<file path="config.mk">
export PLATFORM = sky130hd
export DESIGN_NAME = code_decoder_dispatch
export DESIGN_NICKNAME = d
export VERILOG_FILES = /design/src/rtl/code_decoder_dispatch.sv
export SDC_FILE = /design/constraint.sdc
export NUM_CORES = 1
export LEC_CHECK = 0
export BUFFER_PORTS_ARGS = -buffer_cell sky130_fd_sc_hd__buf_2
export CORE_ASPECT_RATIO = 0.8
export CORE_MARGIN = 8
export CORE_UTILIZATION = 58
export CTS_BUF_LIST = sky130_fd_sc_hd__clkbuf_4 sky130_fd_sc_hd__clkbuf_8 sky130_fd_sc_hd__clkbuf_16
export CTS_CLUSTER_DIAMETER = 150
export CTS_CLUSTER_SIZE = 40
export DETAILED_ROUTE_END_ITERATION = 6
export GPL_ROUTABILITY_DRIVEN = 0
export PLACE_DENSITY = 0.93
export SLEW_MARGIN = 5
export SYNTH_ARGS = -nofsm -noshare
export SYNTH_HDL_FRONTEND = slang
export SYNTH_SLANG_ARGS = --single-unit
</file>
<file path="constraint.sdc">
create_clock -name clk -period 4.1 [get_ports clk]
set_input_delay 0.41 -clock clk [delete_from_list [all_inputs] [get_ports clk]]
set_output_delay 0.41 -clock clk [all_outputs]
set_load 0.05 [all_outputs]
</file>
<file path="src/rtl/code_decoder_dispatch.sv">
// Buffered 3-to-8 one-hot decoder: encoded indices queue in a small FIFO and are
// presented one at a time as a held one-hot line until acked. DEC_OVF_EN adds a sticky ovf flag.
module code_decoder_dispatch #(
    parameter int DEPTH = 4,
    localparam int CW = $clog2(DEPTH) + 1
) (
    input  logic          clk,
    input  logic          rst,
    input  logic [2:0]    code_in,
    input  logic          code_valid,
    output logic          code_ready,
    output logic [7:0]    y,
    output logic          y_valid,
    input  logic          ack,
    output logic [CW-1:0] count
`ifdef DEC_OVF_EN
    ,
    output logic          ovf
`endif
);

    localparam int AW = $clog2(DEPTH);
    localparam logic IDLE   = 1'b0;
    localparam logic ACTIVE = 1'b1;

    logic [2:0]    mem [DEPTH];
    logic [AW-1:0] wr_ptr_reg;
    logic [AW-1:0] rd_ptr_reg;
    logic [CW-1:0] count_reg;
    logic [CW-1:0] count_next;
    logic          state_reg;
    logic [7:0]    y_reg;
    logic          y_valid_reg;
    logic [2:0]    head_code;
    logic [7:0]    head_onehot;
    logic          push;
    logic          pop;

    assign code_ready = (count_reg != CW'(DEPTH));
    assign push       = code_valid && code_ready;
    // Pop whenever a line can be (re)loaded: from IDLE unconditionally, from ACTIVE only on ack.
    assign pop        = (count_reg != '0) && ((state_reg == IDLE) || ack);
    assign count_next = count_reg + CW'(push) - CW'(pop);
    assign head_code  = mem[rd_ptr_reg];

    generate
        for (genvar gi = 0; gi < 8; gi++) begin : g_dec
            assign head_onehot[gi] = (head_code == 3'(gi));
        end
    endgenerate

    // Storage has no reset so it can map onto plain distributed/block memory.
    always_ff @(posedge clk) begin
        if (push)
            mem[wr_ptr_reg] <= code_in;
    end

    always_ff @(posedge clk or posedge rst) begin
        if (rst) begin
            wr_ptr_reg  <= '0;
            rd_ptr_reg  <= '0;
            count_reg   <= '0;
            state_reg   <= IDLE;
            y_reg       <= '0;
            y_valid_reg <= 1'b0;
        end else begin
            count_reg <= count_next;
            if (push)
                wr_ptr_reg <= wr_ptr_reg + AW'(1);
            if (pop) begin
                rd_ptr_reg  <= rd_ptr_reg + AW'(1);
                y_reg       <= head_onehot;
                y_valid_reg <= 1'b1;
                state_reg   <= ACTIVE;
            end else if (state_reg == ACTIVE && ack) begin
                y_reg       <= '0;
                y_valid_reg <= 1'b0;
                state_reg   <= IDLE;
            end
        end
    end

    assign y       = y_reg;
    assign y_valid = y_valid_reg;
    assign count   = count_reg;

`ifdef DEC_OVF_EN
    logic ovf_reg;

    always_ff @(posedge clk or posedge rst) begin
        if (rst)
            ovf_reg <= 1'b0;
        else if (code_valid && !code_ready)
            ovf_reg <= 1'b1;
    end

    assign ovf = ovf_reg;
`endif

endmodule

</file>
==> After elaboration in Yosys (flattened, before gate mapping) <==
Memories as Yosys holds them, arrays and structs flattened.
Index checks and enable logic that the tools add are counted.
{ "classes": {"n_addsub": 4, "n_eq_ne": 8, "n_mux": 6, "bitwise": 1, "n_reduce_logical": 7} }
{ "op_table": {"columns": ["op", "n"], "rows": [
  ["$mux 8", 2],
  ["$eq 3x3->1 const B", 4],
  ["$eq 3x2->1 const B", 2],
  ["$add 2x1->2 const B", 2],
  ["$mux 1", 4],
  ["$add 3x1->3", 1],
  ["$eq 3x1->1 const B", 1],
  ["$logic_and 1x1->1", 3],
  ["$logic_not 3->1", 1],
  ["$ne 3x3->1 const B", 1],
  ["$reduce_bool 3->1", 1],
  ["$sub 3x1->3", 1],
  ["$reduce_bool 2->1", 1],
  ["$logic_or 1x1->1", 1],
  ["$not 1->1", 1]
]} }
{ "word_totals": {"regBits": 16, "mem_bits_rw": 12, "in_bits": 7, "word_cells": 32, "memories": 1} }
{ "memory_table": {"columns": ["memory", "depth", "width", "read_ports", "rd_ports_with_merged_regs", "write_ports", "line", "text"], "rows": [
  ["mem", 4, 3, 1, 0, 1, "26", "logic [2:0] mem [DEPTH];"]
]} }

==> Depth between registers and ports, before layout <==
Gate-level depths: netlist of run 1.
{ "depth": {"word_depth": 4, "ltp_mapped": 10, "mapped_depth_nobuf": 10} }

==> Worst setup path before layout of run 1 <==
OpenSTA, ideal clock, no wires.
{ "synth_path": {"path_type": "flip-flop to flip-flop", "from": "register count_reg[2] (netlist: count[2])", "to": "register count_reg[2] (netlist: count[2])", "arrival_time_ns": 2.523, "required_time_ns": 3.954, "setup_slack_ns": 1.431, "stages_incl_launch_ff": 11, "path_buffers": 0, "period_less_slack_ns": 2.669, "cell_sequence": "dfrtp_1 or3b_4 and2_4 inv_2 ha_1 inv_1 ha_1 inv_1 fa_1 xnor2_1 xnor2_1"} }
{ "synth_via": {"elab_chain_cells": 4, "elab_cells_between_ends": 6} }
{ "synth_lines": {"columns": ["item", "line", "text"], "rows": [
  ["start, declared", "29", "logic [CW-1:0] count_reg;"],
  ["start signal, assigned", "67", "count_reg <= count_next;"],
  ["$ne 3x3->1", "39", "assign code_ready = (count_reg != CW'(DEPTH));"],
  ["net code_ready", "11", "output logic code_ready,"],
  ["$logic_and 1x1->1", "40", "assign push = code_valid && code_ready;"],
  ["$add 3x1->3", "43", "assign count_next = count_reg + CW'(push) - CW'(pop);"],
  ["$sub 3x1->3", "43", null],
  ["net count_next[2]", "30", "logic [CW-1:0] count_next;"]
]} }
The timed path passes the listed nets, and every way through them passes these cells.
A chain may end at the register's enable or synchronous reset.

==> Worst setup path after layout of run 1 <==
{ "layout_path": {"from": "register count_reg[1] (netlist: count[1])", "to": "register count_reg[2] (netlist: count[2])"} }
{ "layout_via": {"elab_cells_between_ends": 6} }
{ "layout_rtl": {"columns": ["item", "line", "text"], "rows": [
  ["$reduce_bool 3->1", "42", "assign pop = (count_reg != '0) && ((state_reg == IDLE) || ack);"],
  ["$logic_and 1x1->1", "42", null],
  ["net pop", "37", "logic pop;"],
  ["$sub 3x1->3", "43", null],
  ["net count_next[2]", "30", null]
]} }
The timed path passes the listed nets, and every way through them passes these cells.

==> results.ini, run 1 <==
[run_status]
status = complete, no violations

[layout]
largest_reg_flops = 12
drive_gt1_frac = 0.2981
num-nets-final = 119
n_antenna_cell = 0
syn2layout_area_growth_pct = 11.46

[cts]
cts-root-buf = clkbuf_4
postCtsHoldBufs = 0
ctsResizeCount = 0
clk_pin_slew_ps = 140
numClockSinks = 28
cts_buffers = 3
cts_setup_buffers = 0
cts_tree = yes
clkLatencyLatePin_ps = 330
clockBufferDepth = 2
cts_max_level = 1

[drt]
wl_per_cell_um = 15.09
viasPerCell = 5.442
first_pass_iters = 4
drt_wl_total_mm = 1.946
drc_errors = 0
ant_nets = 0
via_count = 702
initialDrtViolationCount = 30

[timing]
fin_crit_ps = 2406
fin_skew_ps = 11.69
min_period_over_period = 0.5869
timing.fmax_ghz = 0.4156
relSlewSlack = 0.5931
rsz0062_at_grt = false
timing_worst_slew_pin_value_ps = 609.6
maxSlewViolCount = 0
finalHoldViolCount = 0
tns_ps = 0
finalSetupViolCount = 0

[yosys]
syn_area_per_cell_um2 = 15.04
synth.area.top_cells = dfrtp_1 32%, edfxtp_1 29%, ha_1 6.1%
ys_ff_latch = 28
yosys_warnings = 0
synth.most_common_cell = dfrtp_1
seq_area_frac_synth = 0.6166
synth_edf_count = 12
synth_flop_cell = dfrtp_1
syn_inst = 82
yosys-top-cells-count = 16 x dfrtp_1, 12 x edfxtp_1, 8 x inv_1
synth_top_area_share = 0.3245
synth_area_leader_cell = dfrtp_1
syn-cell-area_um2 = 1234
syn-num-nets = 96
synth.distinct_cells = 26
postSynth.asyncResetShare = 0.5714

[grt]
grt_overflow = 0
grt_max_degree = 17
grt_pass1_wl_mm = 3.353
grt_use_total = 0.1168
antenna_found_initial = 0
grt_pass1_vias = 751

[critical_path]
critPathTopFamily = adder cells
start_kind = flop
critical_path_required_ps = 4360
crit_chain = nor3_1 -> nor2_1 -> ha_1 -> inv_1 -> ha_1 -> inv_1 -> fa_1 -> xnor2_1 -> xnor2_1
critPathSlowestCell = dfrtp_1
cpPeakStageDelay_ps = 480
cp_data_arrival_time_ps = 2660
cp-startpoint = count[1]
cp_max_fo = 6
path_buf_inv = 2
cp-end-kind = flop
r2r_start = count[1]
criticalPathCategory = reg -> reg

[flow_run]
drv_cap = 0

[floorplan]
dieArea_um2 = 3868
core_area_um2 = 2083
io_pins = 20
die_h_um = 57.25
start_util = 0.5922
rows = 15
fp.dieW_um = 67.57

[place]
place_hpwl_mm = 1.554
io_buffers = 19

[worst_hold_path]
hp-class = in -> async

metrics by stage:
step                utilization  cells  setup WS, ps  instance area [um^2]  hold slack, ps
floorplan                     -     82          1431                  1234           323.7
global placement         0.6474    125          1799                  1349           466.0
detailed placement       0.6474    125          1701                  1349           474.3
CTS                      0.6601    129          1679                  1375           144.5
global route             0.6601    129          1508                  1375           177.7
finish                   0.6601    129          1694                  1375           120.7
worst paths after layout:
path | endpoint | slack, ps | cells past startpoint
worst max-delay path | count[2] | 1690 | 9
worst min-delay path | rd_ptr_reg[0] | 120 | 2
max in group asynchronous | count[2] | 3580 | 2
worst min register to register | y[5] | 510 | 1
worst max register to register | count[2] | 1690 | 9
min in group clk | mem[0][0] | 300 | 1
cells in the final DEF, fill, tap and decap left out, drive strengths merged:
cell type   n
fa          1
nand3       2
and2b       1
nor3        2
or3b        1
a32o        4
xor2        1
o21ai       1
nor2        2
nand2b      3
inv         9
buf        19
ha          6
xnor2       4
mux4        3
or3         1
and3        4
clkbuf      3
and2        1
dfrtp      16
edfxtp     12
mux2        1
a22o        1
clkinv      1
o2bb2ai     3
nand2       2
routing by layer:
layer,vias to the layer above,part of all wire,track usage
met1,344,0.42,0.1242
met2,15,0.48,0.1930
met4,0,0.019,0.05357
met5,-,0,0
met3,4,0.076,0.05078
li1,339,-,-
kinds of logic (layout without fill, tap and decap cells):
logic type	count (synthesis)	in the layout	share of synthesized area
adders and majority gates	7	7	0.07708
xor gates and xnor gates	5	5	0.03550
DFF	28	28	0.6166
and+or+nand+nor	19	19	0.1024
buffers and inverters	10	32	0.03651
muxes	4	4	0.06389
AOI/OAI and AO/OA	9	9	0.06796
worst reg2reg max path, stage by stage (launching register included):
cell and delay [ps]:
dfrtp_1 480, nor3_1 460, nor2_1 180, ha_1 310, inv_1 60, ha_1 120
inv_1 40, fa_1 370, xnor2_1 200, xnor2_1 140
area by class of cell:
class	count	area (um^2)
repair buffers	19	95.09
clock buffers	3	22.52
fillers	163	708.2
clock inverters	1	3.754
well taps	25	31.28
flip-flops and latches	28	760.7
multi-input cells	44	427.9
inverters	9	33.78
Power of run 1 is left out: the tool's default activity adds up to more than one toggle a clock period on the data nets, which glitch-free logic cannot reach.
==> run 2, diff against run 1 <==
--- a/config.mk
+++ b/config.mk
@@ -8,13 +8,13 @@
 export BUFFER_PORTS_ARGS = -buffer_cell sky130_fd_sc_hd__buf_2
 export CORE_ASPECT_RATIO = 0.8
 export CORE_MARGIN = 8
-export CORE_UTILIZATION = 58
+export CORE_UTILIZATION = 49
 export CTS_BUF_LIST = sky130_fd_sc_hd__clkbuf_4 sky130_fd_sc_hd__clkbuf_8 sky130_fd_sc_hd__clkbuf_16
 export CTS_CLUSTER_DIAMETER = 150
 export CTS_CLUSTER_SIZE = 40
 export DETAILED_ROUTE_END_ITERATION = 6
 export GPL_ROUTABILITY_DRIVEN = 0
-export PLACE_DENSITY = 0.93
+export PLACE_DENSITY = 0.84
 export SLEW_MARGIN = 5
 export SYNTH_ARGS = -nofsm -noshare
 export SYNTH_HDL_FRONTEND = slang
==> constraint.sdc (replaced) <==
create_clock -name clk -period 2.1 [get_ports clk]
set_input_delay 0.21 -clock clk [delete_from_list [all_inputs] [get_ports clk]]
set_output_delay 0.21 -clock clk [all_outputs]
set_load 0.05 [all_outputs]
==> results.ini, run 2 (synthesized netlist as in run 1, its figures left out) <==
[layout]
layout_commonest_cell = buf_2
mostFrequentLayoutCells = 19 x buf_2, 13 x dfrtp_1, 12 x edfxtp_1
seqCellArea_um2 = 764.5  ; +0.49%
multi_input_area_um2 = 462.9  ; +8.2%
largest_reg_flops = 12  ; unchanged
fillerInstances = 200  ; +23%
num-nets-final = 128  ; +7.6%
drive_gt1_frac = 0.4425  ; +0.1444
final_area_um2 = 1513  ; +10%
syn2layout_area_growth_pct = 22.62
n_antenna_cell = 0  ; unchanged

[critical_path]
cp_data_arrival_time_ps = 2350  ; -310 ps
reg2reg_to = count[2]
ff2ff_path_depth = 10  ; +1
critical_path_required_ps = 2330  ; -2030 ps
cp_max_fo = 2  ; -4
criticalPathCategory = reg -> reg
rrSetupSlack_ps = -20  ; -1720 ps
cp-end-kind = flop
r2r_start = count[0]
start_kind = flop

[drt]
drc_errors = 0  ; unchanged
first_pass_iters = 4  ; unchanged
viasPerCell = 4.893  ; -10%
wl_per_cell_um = 14.17  ; -6.1%
via_count = 729  ; +3.8%
initialDrtViolationCount = 15  ; -50%
drt_wl_total_mm = 2.111  ; +8.5%
ant_nets = 0  ; unchanged

[grt]
grt_pass1_vias = 799  ; +6.4%
grt_max_degree = 17  ; unchanged
antenna_found_initial = 0  ; unchanged
grt_use_total = 0.1070  ; -0.009791
grt_overflow = 0  ; unchanged
grt_pass1_wl_mm = 3.608  ; +7.6%

[cts]
clockBufferDepth = 2  ; unchanged
clk_pin_slew_ps = 140  ; about the same
cts_buffers = 3  ; unchanged
numClockSinks = 28  ; unchanged
cts_tree = yes
cts_max_level = 1  ; unchanged
cts-root-buf = clkbuf_4
clkLatencyLatePin_ps = 320  ; about the same

[worst_hold_path]
hp-class = in -> reg
hold_path_depth = 1
min_from = code_in[0]
hold_end = mem[0][0]

[timing]
timing.fmax_ghz = 0.4707  ; +13%
finalHoldViolCount = 0  ; unchanged
maxSlewViolCount = 0  ; unchanged
setup_ws_ps = -24.69  ; -1718 ps
timing_worst_slew_pin_value_ps = 607.7  ; -1.958 ps
fin_crit_ps = 2125  ; -281.6 ps
fin_skew_ps = 10.74  ; -0.9477 ps
min_period_over_period = 1.012  ; +0.4249
finalSetupViolCount = 1  ; +1
relSlewSlack = 0.5944  ; +0.001307
rsz0062_at_grt = true

[place]
placed_area_um2 = 1421  ; +5.4%
io_buffers = 19  ; unchanged
place_hpwl_mm = 1.712  ; +10%

[floorplan]
io_pins = 20  ; unchanged
dieArea_um2 = 4389  ; +13%
core_area_um2 = 2422  ; +16%
rows = 16  ; +1
fp.dieW_um = 72.10  ; +6.7%
die_h_um = 60.88  ; +6.3%
start_util = 0.5093  ; -0.08289

[flow_run]
drv_cap = 0  ; unchanged

[run_status]
status = finished with violations
violations = setup timing

## run 2: cell types whose count changed in the layout (fill, tap and decap cells not counted), sizes merged
| cell | previous run | this run |
|---|---|---|
| clkbuf | 3 | 4 |
| buf | 19 | 27 |
| dlygate4sd3 | 0 | 1 |
| clkinv | 1 | 0 |
## run 2: layer usage
metal	up-vias	share of wire	global-route usage
li1	357	-	-
met1	356	0.43	0.1159
met2	16	0.51	0.1926
met3	0	0.062	0.04785
met4	0	0	0.01739
met5	-	0	0
## run 2: how the worst max path moves through the flow
stage / startpoint / slack [ps] / to
2_1_floorplan: count[2] / -330 / count[2]
3_3_place_gp: count[0] / 0.6 / count[2]
3_5_place_dp: count[0] / -120 / count[2]
4_1_cts: count[0] / -20 / count[2]
5_1_grt: count[0] / -70 / count[2]
6_report: count[0] / -20 / count[2]
## run 2: what timing repair did
action / CTS / global route
pin swaps: 1 / 0
buffers inserted: 1 / 0
gates resized for setup: 7 / 2
hold endpoints to repair: 16 / 0
setup endpoints to repair: 2 / 2
hold buffers: 1 / 0
## run 2: cell type report
| cell class | count | share of cell area |
|---|---|---|
| Clock buffer | 4 | 0.02399 |
| Inverter | 9 | 0.02564 |
| Multi-Input combinational cell | 44 | 0.3060 |
| Sequential cell | 28 | 0.5054 |
| Tap cell | 36 | 0.02978 |
| Timing Repair Buffer | 28 | 0.1092 |
## run 2: critical path, stage by stage (launching register included)
cell	delay [ps]
dfrtp_2	420
or3b_4	400
and2_4	160
inv_4	50
ha_4	200
inv_4	50
ha_4	110
inv_2	30
fa_2	350
xnor2_2	150
xnor2_1	120
## run 2: per-stage QoR
stage	worst slack, ps	util	setup TNS, ps	instances	hold WS, ps
final	-24.69	0.6245	-24.69	149	95.32
after global routing	-74.01	0.6245	-80.61	149	61.99
after CTS	-18.13	0.6235	-18.13	149	81.54
after detailed placement	-115.5	0.5868	-118.7	143	310.5
after global placement	0.5544	0.5868	0	143	298.7
after floorplan	-328.8	-	-586.3	82	123.5
Power of run 2 is left out for the same reason.
